==> src/rtl/stage_mem.sv <==
// stage_mem: memory stage of the 5-stage pipeline.
//
// Holds the EX/MEM pipeline register and drives a req/ack data-memory port
// for LDR/STR. Stalls upstream while an access is outstanding and gives up
// after TIMEOUT_CYCLES cycles, raising a sticky fault. Produces the MEM/WB
// register and a forwarding tap from EX/MEM.
//
// Ports:
//   clk, rst_n            clock (rising edge), async active-low reset
//   ex_valid ... is_load_in  EX-stage outputs captured into EX/MEM
//   stall                 hold IF/ID/EX this cycle (combinational)
//   dmem_req/we/addr/wdata  data-memory request side
//   dmem_rdata/ack        data-memory response side
//   fwd_wen/rd_addr/data  forwarding tap from EX/MEM (non-load writes only)
//   wb_valid/reg_wen/rd_addr/data  registered MEM/WB outputs
//   mem_fault             sticky access-timeout flag
module stage_mem #(
  parameter int unsigned DATA_WIDTH      = 32,
  parameter int unsigned REG_ADDR_WIDTH  = 4,
  parameter int unsigned DMEM_ADDR_WIDTH = 8,
  parameter int unsigned TIMEOUT_CYCLES  = 16
) (
  input  logic                       clk,
  input  logic                       rst_n,
  input  logic                       ex_valid,
  input  logic [DATA_WIDTH-1:0]      alu_result,
  input  logic [DATA_WIDTH-1:0]      store_data,
  input  logic [REG_ADDR_WIDTH-1:0]  rd_addr_in,
  input  logic                       reg_wen_in,
  input  logic                       mem_wen_in,
  input  logic                       is_mem_inst_in,
  input  logic                       is_load_in,
  output logic                       stall,
  output logic                       dmem_req,
  output logic                       dmem_we,
  output logic [DMEM_ADDR_WIDTH-1:0] dmem_addr,
  output logic [DATA_WIDTH-1:0]      dmem_wdata,
  input  logic [DATA_WIDTH-1:0]      dmem_rdata,
  input  logic                       dmem_ack,
  output logic                       fwd_wen,
  output logic [REG_ADDR_WIDTH-1:0]  fwd_rd_addr,
  output logic [DATA_WIDTH-1:0]      fwd_data,
  output logic                       wb_valid,
  output logic                       wb_reg_wen,
  output logic [REG_ADDR_WIDTH-1:0]  wb_rd_addr,
  output logic [DATA_WIDTH-1:0]      wb_data,
  output logic                       mem_fault
);

  localparam int unsigned CntW = $clog2(TIMEOUT_CYCLES);
  localparam logic [CntW-1:0] CntLast = CntW'(TIMEOUT_CYCLES - 1);

  typedef enum logic [0:0] {StIdle, StWait} state_e;

  // EX/MEM register
  logic                      m_valid_q;
  logic [DATA_WIDTH-1:0]     m_alu_result_q;
  logic [DATA_WIDTH-1:0]     m_store_data_q;
  logic [REG_ADDR_WIDTH-1:0] m_rd_addr_q;
  logic                      m_reg_wen_q;
  logic                      m_mem_wen_q;
  logic                      m_is_mem_q;
  logic                      m_is_load_q;

  state_e                    state_q;
  logic [CntW-1:0]           cnt_q;
  logic                      mem_fault_q;

  logic                      wb_valid_q;
  logic                      wb_reg_wen_q;
  logic [REG_ADDR_WIDTH-1:0] wb_rd_addr_q;
  logic [DATA_WIDTH-1:0]     wb_data_q;

  logic mem_op;
  logic timeout;
  logic done;

  always_comb begin
    mem_op  = m_valid_q & m_is_mem_q;
    // Ack in the last allowed cycle wins over the timeout.
    timeout = mem_op & (state_q == StWait) & ~dmem_ack & (cnt_q == CntLast);
    done    = m_valid_q & (~m_is_mem_q | dmem_ack | timeout);
    stall   = mem_op & ~done;
  end

  always_ff @(posedge clk or negedge rst_n) begin
    if (!rst_n) begin
      m_valid_q      <= 1'b0;
      m_alu_result_q <= '0;
      m_store_data_q <= '0;
      m_rd_addr_q    <= '0;
      m_reg_wen_q    <= 1'b0;
      m_mem_wen_q    <= 1'b0;
      m_is_mem_q     <= 1'b0;
      m_is_load_q    <= 1'b0;
    end else if (!stall) begin
      m_valid_q      <= ex_valid;
      m_alu_result_q <= alu_result;
      m_store_data_q <= store_data;
      m_rd_addr_q    <= rd_addr_in;
      m_reg_wen_q    <= reg_wen_in;
      m_mem_wen_q    <= mem_wen_in;
      m_is_mem_q     <= is_mem_inst_in;
      m_is_load_q    <= is_load_in;
    end
  end

  // Access FSM: cnt_q counts cycles spent on the current access.
  always_ff @(posedge clk or negedge rst_n) begin
    if (!rst_n) begin
      state_q     <= StIdle;
      cnt_q       <= '0;
      mem_fault_q <= 1'b0;
    end else begin
      unique case (state_q)
        StIdle: begin
          if (mem_op && !dmem_ack) begin
            state_q <= StWait;
            cnt_q   <= CntW'(1);
          end
        end
        StWait: begin
          if (dmem_ack || !mem_op) begin
            state_q <= StIdle;
            cnt_q   <= '0;
          end else if (cnt_q == CntLast) begin
            state_q     <= StIdle;
            cnt_q       <= '0;
            mem_fault_q <= 1'b1;
          end else begin
            cnt_q <= cnt_q + CntW'(1);
          end
        end
        default: begin
          state_q <= StIdle;
          cnt_q   <= '0;
        end
      endcase
    end
  end

  // MEM/WB register, updated every edge.
  always_ff @(posedge clk or negedge rst_n) begin
    if (!rst_n) begin
      wb_valid_q   <= 1'b0;
      wb_reg_wen_q <= 1'b0;
      wb_rd_addr_q <= '0;
      wb_data_q    <= '0;
    end else begin
      wb_valid_q   <= done;
      wb_reg_wen_q <= done & m_reg_wen_q & ~timeout;
      wb_rd_addr_q <= m_rd_addr_q;
      wb_data_q    <= m_is_load_q ? dmem_rdata : m_alu_result_q;
    end
  end

  always_comb begin
    dmem_req    = mem_op;
    dmem_we     = mem_op & m_mem_wen_q;
    dmem_addr   = m_alu_result_q[DMEM_ADDR_WIDTH-1:0];
    dmem_wdata  = m_store_data_q;
    fwd_wen     = m_valid_q & m_reg_wen_q & ~m_is_load_q;
    fwd_rd_addr = m_rd_addr_q;
    fwd_data    = m_alu_result_q;
    wb_valid    = wb_valid_q;
    wb_reg_wen  = wb_reg_wen_q;
    wb_rd_addr  = wb_rd_addr_q;
    wb_data     = wb_data_q;
    mem_fault   = mem_fault_q;
  end

endmodule

==> config.mk <==
export PLATFORM = sky130hd
export DESIGN_NAME = stage_mem
export DESIGN_NICKNAME = d
export VERILOG_FILES = /design/src/rtl/stage_mem.sv
export SDC_FILE = /design/constraint.sdc
export NUM_CORES = 1
export LEC_CHECK = 0
export ABC_AREA = 1
export BUFFER_PORTS_ARGS = -buffer_cell sky130_fd_sc_hd__buf_2
export CAP_MARGIN = 20
export CORE_UTILIZATION = 41
export DETAILED_ROUTE_END_ITERATION = 12
export GPL_ROUTABILITY_DRIVEN = 0
export PLACE_DENSITY = 0.75
export SETUP_SLACK_MARGIN = 0.5
export SYNTH_ARGS = -nofsm -noshare
export SYNTH_HDL_FRONTEND = slang
export SYNTH_SLANG_ARGS = --single-unit
==> constraint.sdc <==
create_clock -name clk -period 1.3 [get_ports clk]
set_input_delay 0.26 -clock clk [delete_from_list [all_inputs] [get_ports clk]]
set_output_delay 0.26 -clock clk [all_outputs]
set_load 0.02 [all_outputs]
; ---- After elaboration in Yosys (flattened, before gate mapping)
; Cells that the tools add are included.
[totals]
register_bits = 117
output_inout_bits = 119
in_bits = 108
wordCells = 52
[classes]
addsub = 1
eq_ne = 2
bitwise_logic = 20
muxes = 9
reduce_logical = 5
[op_table]
columns = op, n
row1 = $mux W32, 1
row2 = $mux W4, 3
row3 = $and A1 B1 Y1, 11
row4 = $pmux W4 S2, 1
row5 = $not A1 Y1, 7
row6 = $add A4 B1 Y4 const B, 1
row7 = $eq A4 B4 Y1 const B, 1
row8 = $mux W1, 3
row9 = $reduce_and A3 Y1, 1
row10 = $logic_not A1 Y1, 2
row11 = $ne A2 B2 Y1 const B, 1
row12 = $or A1 B1 Y1, 2
row13 = $pmux W1 S2, 1
row14 = $logic_and A1 B1 Y1, 1
row15 = $logic_or A1 B1 Y1, 1

; ---- Logic depth before layout (Yosys ltp)
; Gate-level depths: netlist (run 1).
[depth]
word_depth = 8
depth_mapped = 7
ltp_nobuf = 6

; ---- Worst setup path before layout (run 1)
; OpenSTA, ideal clock, no wires.
[synth_path]
path_type = register to output
from = reg cnt_q[0]
to = out stall
path_stages_with_launch = 7
required_time_ps = 1040
path_buffers = 2
arrival_ps = 1198
slack_ps = -158
path_cell_list = dfrtp_1 ha_1 nand4_1 nand2_1 buf_4 buf_6 inv_1
[synth_via]
elab_chain_cells = 6
[synth_rtl]
columns = item, line
row1 = from (decl), 66  ; logic [CntW-1:0] cnt_q;
row2 = from (signal assigned), 119  ; cnt_q <= CntW'(1);
row3 = from (signal assigned), 131  ; cnt_q <= cnt_q + CntW'(1);
row4 = $eq A4 B4 Y1, 81  ; timeout = mem_op & (state_q == StWait) & ~dmem_ack & (cnt_q == CntLast);
row5 = $and A1 B1 Y1, 81
row6 = $or A1 B1 Y1, 82  ; done = m_valid_q & (~m_is_mem_q | dmem_ack | timeout);
row7 = $and A1 B1 Y1, 82
row8 = $not A1 Y1, 83  ; stall = mem_op & ~done;
row9 = $and A1 B1 Y1, 83
row10 = to (decl), 33  ; output logic stall,
; No other way between the ends.

; ---- Final worst setup path (run 1)
[layout_path]
from = reg cnt_q[1]
to = out stall
; The elaborated chain is that of the path after synthesis.

==> results.cfg, run 1 <==
[status]
status = complete, but fails checks
violations = hold timing, setup timing

[setup_path]
critPathArrivalTime_ns = 1.45
slowest_delay_ns = 0.41
rr_worst_depth = 9
r2r_end = fwd_data[10]
required_ns = 1.04
reg2reg_slack_ns = -0.37
crit_slowest_cell = dfrtp_1
worst_setup_path_end_kind = output port
cp-start-kind = register
path_cells = ha_4, nand4_1, nand2_4, inv_6, buf_6
crit_type = register to output port
crit_path_max_fanout = 2
r2r_start = cnt_q[1]

[logic_synthesis]
syn-num-nets = 554
ys_top_cells_by_area = dfrtp_1 (63%), nand2_1 (13%), nand3_1 (8.1%)
yosys.area.top_type = dfrtp_1
synth_most_common_cell = nand2_1
synth-main-ff-cell = dfrtp_1
synth_edf_count = 0
avgSynthCellArea_um2 = 10.42
synth_warnings = 0
synth_cell_type_count = 14
syn_inst = 445
yosysTopAreaCellShare_pct = 63.12
synth_common_cells = nand2_1 (160), dfrtp_1 (117), nand3_1 (75)
yosysSeqAreaShare_pct = 63.12
async_reset_ff_share_pct = 100.0
netlist_area_um2 = 4638
ys_seq_elements = 117

[clock_network]
h-tree-depth = 4
cts_num_sinks = 117
cts-root-buf = clkbuf_16
clk_path_buf_depth = 2
clk_transition_reported_paths_ns = 0.06
numCtsBuffers = 17
cts_tree = yes
clock_latency_ns = 0.41

[route]
drc_errors = 0
antenna_left = 0
drt_pass1_iterations = 7
vias_per_cell = 5.346
post_drt_wl_per_cell_um = 21.72
drt_iter0_drc = 309
routed_wl_um = 20220
via_count = 4977

[sta]
rsz0062_at_grt = true
setup_tns_ns = -24.93
fin_ws_ns = -0.4115
finalClockSkew_ns = 0.009671
min_period_ns = 1.712
fmax_mhz = 584.3
slew_headroom_pct = 75.16
fin_crit_sh_pct = 131.7
whs_ns = -0.2264
drv_slew = 0
tightest_slew_ns = 0.3726
finalSetupViolCount = 94
final_hold_viol_count = 20

[layout]
drive_above_1_share_pct = 69.15
diodes = 0
area_delta_synth_final_pct = 98.06
final_net_count = 887

[global_route]
grt_overflow = 0
gr-usage-all-layers_pct = 29.31
antenna_found_initial = 1
grt_pass1_wl_um = 25300
grt_pass1_vias = 4857
grt_max_degree = 42

[floorplanning]
die_area_um2 = 11740
core-area_um2 = 10940
start_util_pct = 42.41
rows = 38
die_x_um = 108.4
fp.dieH_um = 108.4
ios = 227

[run]
maxCapViolCount = 0

[place]
port-buffer-count = 226
place_ws_ns = -0.08293
dp_hpwl_um = 8693

[worst_hold_path]
hold_path.class = primary input to asynchronous set/reset pin

[power_and_ir_drop]
cellPowerDensity_nw_per_um2 = 1277
total_leakage_power_nw = 4.764
ir_drop_mv = 0.8528
[repair_timing]
item / CTS / global route
setup buffers: 54 / 27
pin swaps: 4 / 18
resized for setup: 280 / 194
setup endpoints to repair: 231 / 231
cloned: 10 / 10
endpoints found under the hold margin: 20 / 20
[worst max-delay path, delay by kind of cell, from the launching register on]
family        cells  cell delay, ns
flops             1            0.41
buf+inv           2            0.15
fa+ha+maj         1            0.16
simple gates      2            0.32
[power breakdown]
group / total (W) / switching, W / internal (W)
sequential: 0.00430 / 0.000293 / 0.00401
clock: 0.00424 / 0.00165 / 0.00259
combinational: 0.00320 / 0.00150 / 0.00170
[flip-flops by register name, summed over array words and instances (netlist names), 4 cells and up]
register,cells
dmem_wdata,32
fwd_data,32
wb_data,32
cnt_q,4
fwd_rd_addr,4
wb_rd_addr,4
[kinds of logic (layout without fill, tap and decap cells)]
group / Yosys count / count (layout) / share of synthesized area, %
simple gates: 247 / 247 / 22.23
flops: 117 / 117 / 63.12
buf+inv: 46 / 392 / 6.285
mux: 32 / 32 / 7.769
compound gates: 2 / 2 / 0.3236
fa+ha+maj: 1 / 1 / 0.2697
[stage by stage]
stage	util, %	total power (W)	hold slack (ns)	cell area (um2)	std cells
floorplan	-	0.005268	-0.03559	4743	445
global placement	55.06	0.005938	0.1853	6021	798
detailed placement	55.06	0.006000	0.1928	6021	798
CTS	74.51	0.01116	-0.2311	8148	894
global route	84.00	0.01214	-0.2231	9186	931
finish	84.00	0.01173	-0.2264	9186	931
[metal layers]
layer | wire length, um | track usage, % | vias to the layer above
met5 | 11 | 0 | -
met1 | 6957 | 32.06 | 2472
li1 | - | - | 2107
met3 | 1407 | 8.017 | 101
met4 | 1096 | 12.93 | 2
met2 | 10750 | 52.91 | 295
[layout make-up]
cell class                      instances  area, um2
Multi-Input combinational cell        282       2102
Fill cell                             523       1749
Timing Repair Buffer                  350       3397
Clock inverter                         12      90.09
Inverter                               10      47.55
Sequential cell                       117       2938
Tap cell                              140      175.2
Clock buffer                           20      436.7
[worst max-delay path by stage]
stage,start,to,cells after the start
global placement,cnt_q[1],cnt_q[0],5
floorplan,cnt_q[1],stall,6
CTS,cnt_q[1],stall,5
finish,cnt_q[1],stall,5
detailed placement,cnt_q[1],dmem_wdata[9],6
global route,cnt_q[0],stall,5
[layout by cell type, fill, tap and decap left out]
| cell type | n |
|---|---|
| a21boi_0 | 2 |
| buf_12 | 15 |
| buf_16 | 10 |
| buf_2 | 106 |
| buf_4 | 77 |
| buf_6 | 133 |
| buf_8 | 1 |
| bufinv_16 | 1 |
| clkbuf_1 | 3 |
| clkbuf_16 | 25 |
| clkinv_2 | 9 |
| clkinvlp_4 | 2 |
| dfrtp_1 | 109 |
| dfrtp_2 | 8 |
| ha_4 | 1 |
| inv_1 | 6 |
| inv_2 | 1 |
| inv_4 | 2 |
| inv_6 | 1 |
| mux2_4 | 32 |
| nand2_1 | 49 |
| nand2_2 | 68 |
| nand2_4 | 43 |
| nand3_1 | 72 |
| nand3_2 | 3 |
| nand4_1 | 2 |
| nor2_1 | 1 |
| nor2_2 | 3 |
| nor2_4 | 5 |
| or2_2 | 1 |
Note: power is estimated with default switching activity, not from simulation.
==> run 2: changes to the inputs <==
--- a/config.mk
+++ b/config.mk
@@ -11,6 +11,7 @@
 export CORE_UTILIZATION = 41
 export DETAILED_ROUTE_END_ITERATION = 12
 export GPL_ROUTABILITY_DRIVEN = 0
+export GPL_TIMING_DRIVEN = 0
 export PLACE_DENSITY = 0.75
 export SETUP_SLACK_MARGIN = 0.5
 export SYNTH_ARGS = -nofsm -noshare
==> run 2 against run 1 <==
The flow still finishes with violations (hold timing, setup timing); non-clock buffer count down 33; sequential share of layout area rose by 4.3 points; die area did not move; maximum frequency decreased by 3.9%; critical path type unchanged; largest power group is now clock; highest routed layer is now met4.
==> results.cfg, run 2 (synthesis results as in run 1) <==
[power_and_ir_drop]
combPwrFrac_pct = 23.0
total_leakage_power_nw = 4.277
ir_drop_mv = 0.8839
clkPwrFrac_pct = 39.3
p_seq_share_pct = 37.7
finalPower_w = 0.01138
cellPowerDensity_nw_per_um2 = 1404
power_switching_w = 0.003134
swShare_pct = 27.54
intPower_w = 0.008247

[sta]
fmax_mhz = 561.3
rsz0062_at_grt = true
fin_ws_ns = -0.4815
slew_headroom_pct = 47.95
tightest_slew_ns = 0.7807
final_hold_viol_count = 59
fin_crit_sh_pct = 137.0
finalSetupViolCount = 88
drv_slew = 0
whs_ns = -0.07079
finalClockSkew_ns = 0.01181
min_period_ns = 1.781

[setup_path]
rr_worst_depth = 6
crit_type = register to output port
crit_path_max_fanout = 2
critPathLaunch = cnt_q[1]
required_ns = 1.04
r2r_start = cnt_q[1]
worst_setup_path_end_kind = output port
reg2reg_slack_ns = -0.26
r2r_end = fwd_data[4]
crit_end = stall
critPathArrivalTime_ns = 1.52
cp-start-kind = register

[status]
violations = hold timing, setup timing
status = complete, but fails checks

[global_route]
grt_pass1_wl_um = 19460
antenna_found_initial = 0
grt_max_degree = 61
gr-usage-all-layers_pct = 21.97
grt_overflow = 0
grt_pass1_vias = 3965

[layout]
stdcell_area_um2 = 8105
multi_input_area_um2 = 1498
final_net_count = 854
n_fill_cell = 714
final_common_cell = nand2_1
diodes = 0
area_delta_synth_final_pct = 74.75
drive_above_1_share_pct = 53.17
seqCellArea_um2 = 2938
layout_common_cells = nand2_1 (154), buf_6 (133), buf_2 (113)

[route]
vias_per_cell = 4.927
antenna_left = 0
drt_pass1_iterations = 4
drc_errors = 0
routed_wl_um = 15160
via_count = 4424
drt_iter0_drc = 215
post_drt_wl_per_cell_um = 16.88

[worst_hold_path]
hold_path.class = primary input to asynchronous set/reset pin

[clock_network]
h-tree-depth = 4
numCtsBuffers = 17
cts_tree = yes
cts_num_sinks = 117
clock_latency_ns = 0.40
clk_transition_reported_paths_ns = 0.06
cts-root-buf = clkbuf_16
clk_path_buf_depth = 2

[floorplanning]
die_x_um = 108.4
rows = 38
core-area_um2 = 10940
ios = 227
fp.dieH_um = 108.4
start_util_pct = 42.41
die_area_um2 = 11740

[place]
place_ws_ns = -0.3341
dp_hpwl_um = 8983
dpl-instance-area_um2 = 6080
port-buffer-count = 226

[run]
maxCapViolCount = 0
[run 2: cell type report]
cell class,count,share of cell area [%]
multi-input cells,282,18.48
clock inverters,11,1.235
well taps,140,2.161
flip-flops and latches,117,36.25
clock buffers,21,5.928
plain buffers,36,4.554
repair buffers,281,30.87
inverters,10,0.5249
[run 2: worst min path at each step]
stage | endpoint | depth (start not counted) | slack [ns] | startpoint
global route | wb_data[20] | 1 | -0.02 | rst_n
detailed placement | wb_data[20] | 1 | 0.38 | rst_n
floorplan | cnt_q[0] | 0 | -0.04 | rst_n
global placement | wb_rd_addr[3] | 0 | 0.39 | fwd_rd_addr[3]
finish | wb_data[20] | 1 | -0.07 | rst_n
CTS | wb_data[20] | 1 | -0.05 | rst_n
[run 2: power by group through the flow]
stage	registers (W)	logic [W]	clock network (W)
floorplan	0.00466	0.000607	0
global placement	0.00425	0.00172	0
detailed placement	0.00427	0.00177	0
CTS	0.00422	0.00195	0.00454
global route	0.00432	0.00278	0.00473
finish	0.00429	0.00262	0.00448
[run 2: metrics by stage]
stage                     setup TNS [ns]  std cells  util [%]
after global placement           -169.81        811     55.32
final                             -14.22        898     74.12
after detailed placement          -11.83        812     55.60
after CTS                         -11.61        853     63.58
after floorplan                 -0.03612        445         -
after global routing              -20.74        898     74.12
[run 2: layer usage]
metal | wire length [um] | track usage, %
met2 | 8174 | 38.76
met1 | 5608 | 25.74
met5 | 0 | 0
met3 | 1083 | 6.751
met4 | 294 | 6.178
[run 2: worst max-delay path, stage by stage, from the launching register on]
cell	delay, ns
dfrtp_1	0.38
ha_2	0.19
nand4_1	0.09
nand2_2	0.08
buf_6	0.12
buf_8	0.12
inv_6	0.04
buf_6	0.10
[run 2: repair_timing]
action                                  CTS  global route
gates cloned                              0             7
pin swaps                                 2             6
endpoints found under the setup margin  231           290
hold endpoints to repair                 59             8
buffers inserted                          9            38
resized for setup                        65           213
==> run 3: changes to the inputs <==
--- a/config.mk
+++ b/config.mk
@@ -5,14 +5,15 @@
 export SDC_FILE = /design/constraint.sdc
 export NUM_CORES = 1
 export LEC_CHECK = 0
-export ABC_AREA = 1
+export ABC_AREA = 0
 export BUFFER_PORTS_ARGS = -buffer_cell sky130_fd_sc_hd__buf_2
 export CAP_MARGIN = 20
-export CORE_UTILIZATION = 41
+export CORE_UTILIZATION = 42
 export DETAILED_ROUTE_END_ITERATION = 12
 export GPL_ROUTABILITY_DRIVEN = 0
 export GPL_TIMING_DRIVEN = 0
-export PLACE_DENSITY = 0.75
+export HOLD_SLACK_MARGIN = 0.02
+export PLACE_DENSITY = 0.77
 export SETUP_SLACK_MARGIN = 0.5
 export SYNTH_ARGS = -nofsm -noshare
 export SYNTH_HDL_FRONTEND = slang
==> run 3 against run 2 <==
The flow still finishes with violations (hold timing, setup timing); area after synthesis grew 0.89%; setup slack lost 0.10 ns; power grew 2.7%; clock power shrank 5.6%; via count shrank 3.9%; hold slack lost 0.12 ns; final cell count shrank 3.2%; count of clock-buffer cells in the layout grew 2; sequential power is essentially flat; wire length grew 21%; clock skew is essentially flat; die area shrank 1.5%; largest power group is now sequential cells.
==> results.cfg, run 3 <==
[setup_path]
required_ns = 1.04
critPathTopFamily = flip-flops
cp-start-kind = register
slowest_delay_ns = 0.44
crit_type = register to output port
critPathArrivalTime_ns = 1.63
reg2reg_slack_ns = -0.50
path_cells = nand3b_4, nand2b_4, inv_4, buf_8, buf_12, buf_8
crit_slowest_cell = dfrtp_2
worst_setup_path_end_kind = output port
cp_common_cell = buf_8
cp_num_buf_inv = 4
crit_path_max_fanout = 7

[clock_network]
numCtsBuffers = 17
clk_path_buf_depth = 2
cts-root-buf = clkbuf_8
cts-hold-fix-buffers = 105
h-tree-depth = 4
clk_transition_reported_paths_ns = 0.05
cts_tree = yes
clock_latency_ns = 0.51
cts_num_sinks = 117

[logic_synthesis]
synth_warnings = 0
netlist_area_um2 = 4679
avgSynthCellArea_um2 = 17.14
async_reset_ff_share_pct = 100.0
synth_common_cells = dfrtp_1 (117), mux2_2 (57), mux2_4 (46)
synth_most_common_cell = dfrtp_1
synth-main-ff-cell = dfrtp_1
yosysTopAreaCellShare_pct = 62.57
yosysSeqAreaShare_pct = 62.57
ys_top_cells_by_area = dfrtp_1 (63%), mux2_4 (15%), mux2_2 (14%)
synth_edf_count = 0
synth_cell_type_count = 30
syn-num-nets = 382
ys_seq_elements = 117
yosys.area.top_type = dfrtp_1
syn_inst = 273

[floorplanning]
start_util_pct = 43.17
die_area_um2 = 11570
ios = 227
core-area_um2 = 10840
fp.dieH_um = 107.6
die_x_um = 107.6
rows = 38

[global_route]
gr-usage-all-layers_pct = 31.41
grt_overflow = 0
grt_max_degree = 64
grt_pass1_wl_um = 26320
grt_pass1_vias = 4694
antenna_found_initial = 1

[power_and_ir_drop]
clkPwrFrac_pct = 36.2
total_leakage_power_nw = 4.794
cellPowerDensity_nw_per_um2 = 1213
power_switching_w = 0.003149
p_seq_share_pct = 36.6
finalPower_w = 0.01169
ir_drop_mv = 0.7454
swShare_pct = 26.93
combPwrFrac_pct = 27.2
intPower_w = 0.008542

[place]
port-buffer-count = 226
dpl-instance-area_um2 = 6135
dp_hpwl_um = 7716

[route]
drt_iter0_drc = 137
vias_per_cell = 4.894
drc_errors = 0
post_drt_wl_per_cell_um = 21.10
routed_wl_um = 18330
drt_pass1_iterations = 5
antenna_left = 0
via_count = 4253

[sta]
whs_ns = -0.1905
drv_slew = 0
min_period_ns = 1.886
final_hold_viol_count = 54
slew_headroom_pct = 50.78
fin_ws_ns = -0.5859
tightest_slew_ns = 0.7382
rsz0062_at_grt = true
finalClockSkew_ns = 0.01155
finalSetupViolCount = 160
fin_crit_sh_pct = 145.1
fmax_mhz = 530.3

[layout]
stdcell_area_um2 = 9641
final_net_count = 827
final_common_cell = buf_6
seqCellArea_um2 = 2943
layout_common_cells = buf_6 (140), buf_2 (106), dfrtp_1 (105), dlygate4sd3_1 (105), mux2_4 (71)
drive_above_1_share_pct = 68.82
n_fill_cell = 403
area_delta_synth_final_pct = 106.0
final_core_util_pct = 88.93
multi_input_area_um2 = 1732

[worst_hold_path]
hold_path.class = primary input to asynchronous set/reset pin

[status]
violations = hold timing, setup timing
status = complete, but fails checks

[run]
maxCapViolCount = 0
==> run 3: stage by stage <==
| step | setup TNS [ns] | hold WS (ns) | cells | setup slack [ns] |
|---|---|---|---|---|
| final | -34.75 | -0.1905 | 869 | -0.5859 |
| after global routing | -43.29 | -0.1439 | 869 | -0.6601 |
| after CTS | -29.48 | -0.1848 | 832 | -0.5914 |
| after detailed placement | -21.71 | 0.3549 | 640 | -0.3505 |
| after global placement | -180.95 | 0.3718 | 639 | -1.581 |
| after floorplan | -11.13 | -0.03559 | 273 | -0.2007 |
==> run 3: worst paths after layout <==
| kind | endpoint | cells after the start | start |
|---|---|---|---|
| worst max register to register | dmem_wdata[13] | 9 | m_valid_q |
| min in group clk | wb_reg_wen | 3 | dmem_ack |
| max in group asynchronous | fwd_data[5] | 2 | rst_n |
| worst max-delay path | stall | 6 | m_valid_q |
| worst min register to register | wb_rd_addr[0] | 1 | fwd_rd_addr[0] |
| worst min-delay path | dmem_wdata[14] | 1 | rst_n |
==> run 3: kinds of logic after synthesis <==
family	count (synthesis)	share of synthesized area, %
DFF	117	62.57
muxes	104	28.69
buffers and inverters	23	4.091
and+or+nand+nor	23	3.663
AOI/OAI and AO/OA	5	0.7221
adders and majority gates	1	0.2673
==> run 3: power by group through the flow <==
stage	logic (W)	clock network, W	registers (W)
2_1_floorplan	0.000694	0	0.00461
3_3_place_gp	0.00174	0	0.00421
3_5_place_dp	0.00178	0	0.00423
4_1_cts	0.00288	0.00422	0.00424
5_1_grt	0.00332	0.00445	0.00430
6_report	0.00318	0.00423	0.00427
==> run 3: per-layer routing <==
metal / track usage, % / routed length [um]
met5: 0 / 0
met4: 13.01 / 485
met3: 8.838 / 1202
met2: 55.54 / 9774
met1: 35.41 / 6871
==> run 3: cell type report <==
| type | instances | share of cell area (%) |
|---|---|---|
| diodes | 1 | 0.02596 |
| plain buffers | 20 | 3.206 |
| clock buffers | 23 | 4.841 |
| clock inverters | 6 | 0.5711 |
| inverters | 3 | 0.1428 |
| multi-input cells | 133 | 17.96 |
| flip-flops and latches | 117 | 30.53 |
| well taps | 140 | 1.817 |
| repair buffers | 426 | 40.91 |
==> run 3: worst reg2reg max path: stages, from the launching register on <==
cell and delay (ns):
dfrtp_2 0.44, nand3b_4 0.14, nand2b_4 0.16, inv_4 0.04
buf_8 0.11, buf_4 0.13, buf_12 0.13, buf_6 0.11
buf_12 0.13, mux2_4 0.30
==> run 3: what timing repair did <==
item	4_1_cts	5_1_grt
pin swaps	3	1
gates resized for setup	300	29
endpoints found under the setup margin	232	232
hold endpoints to repair	159	54
buffers inserted	50	36
cloned	8	0
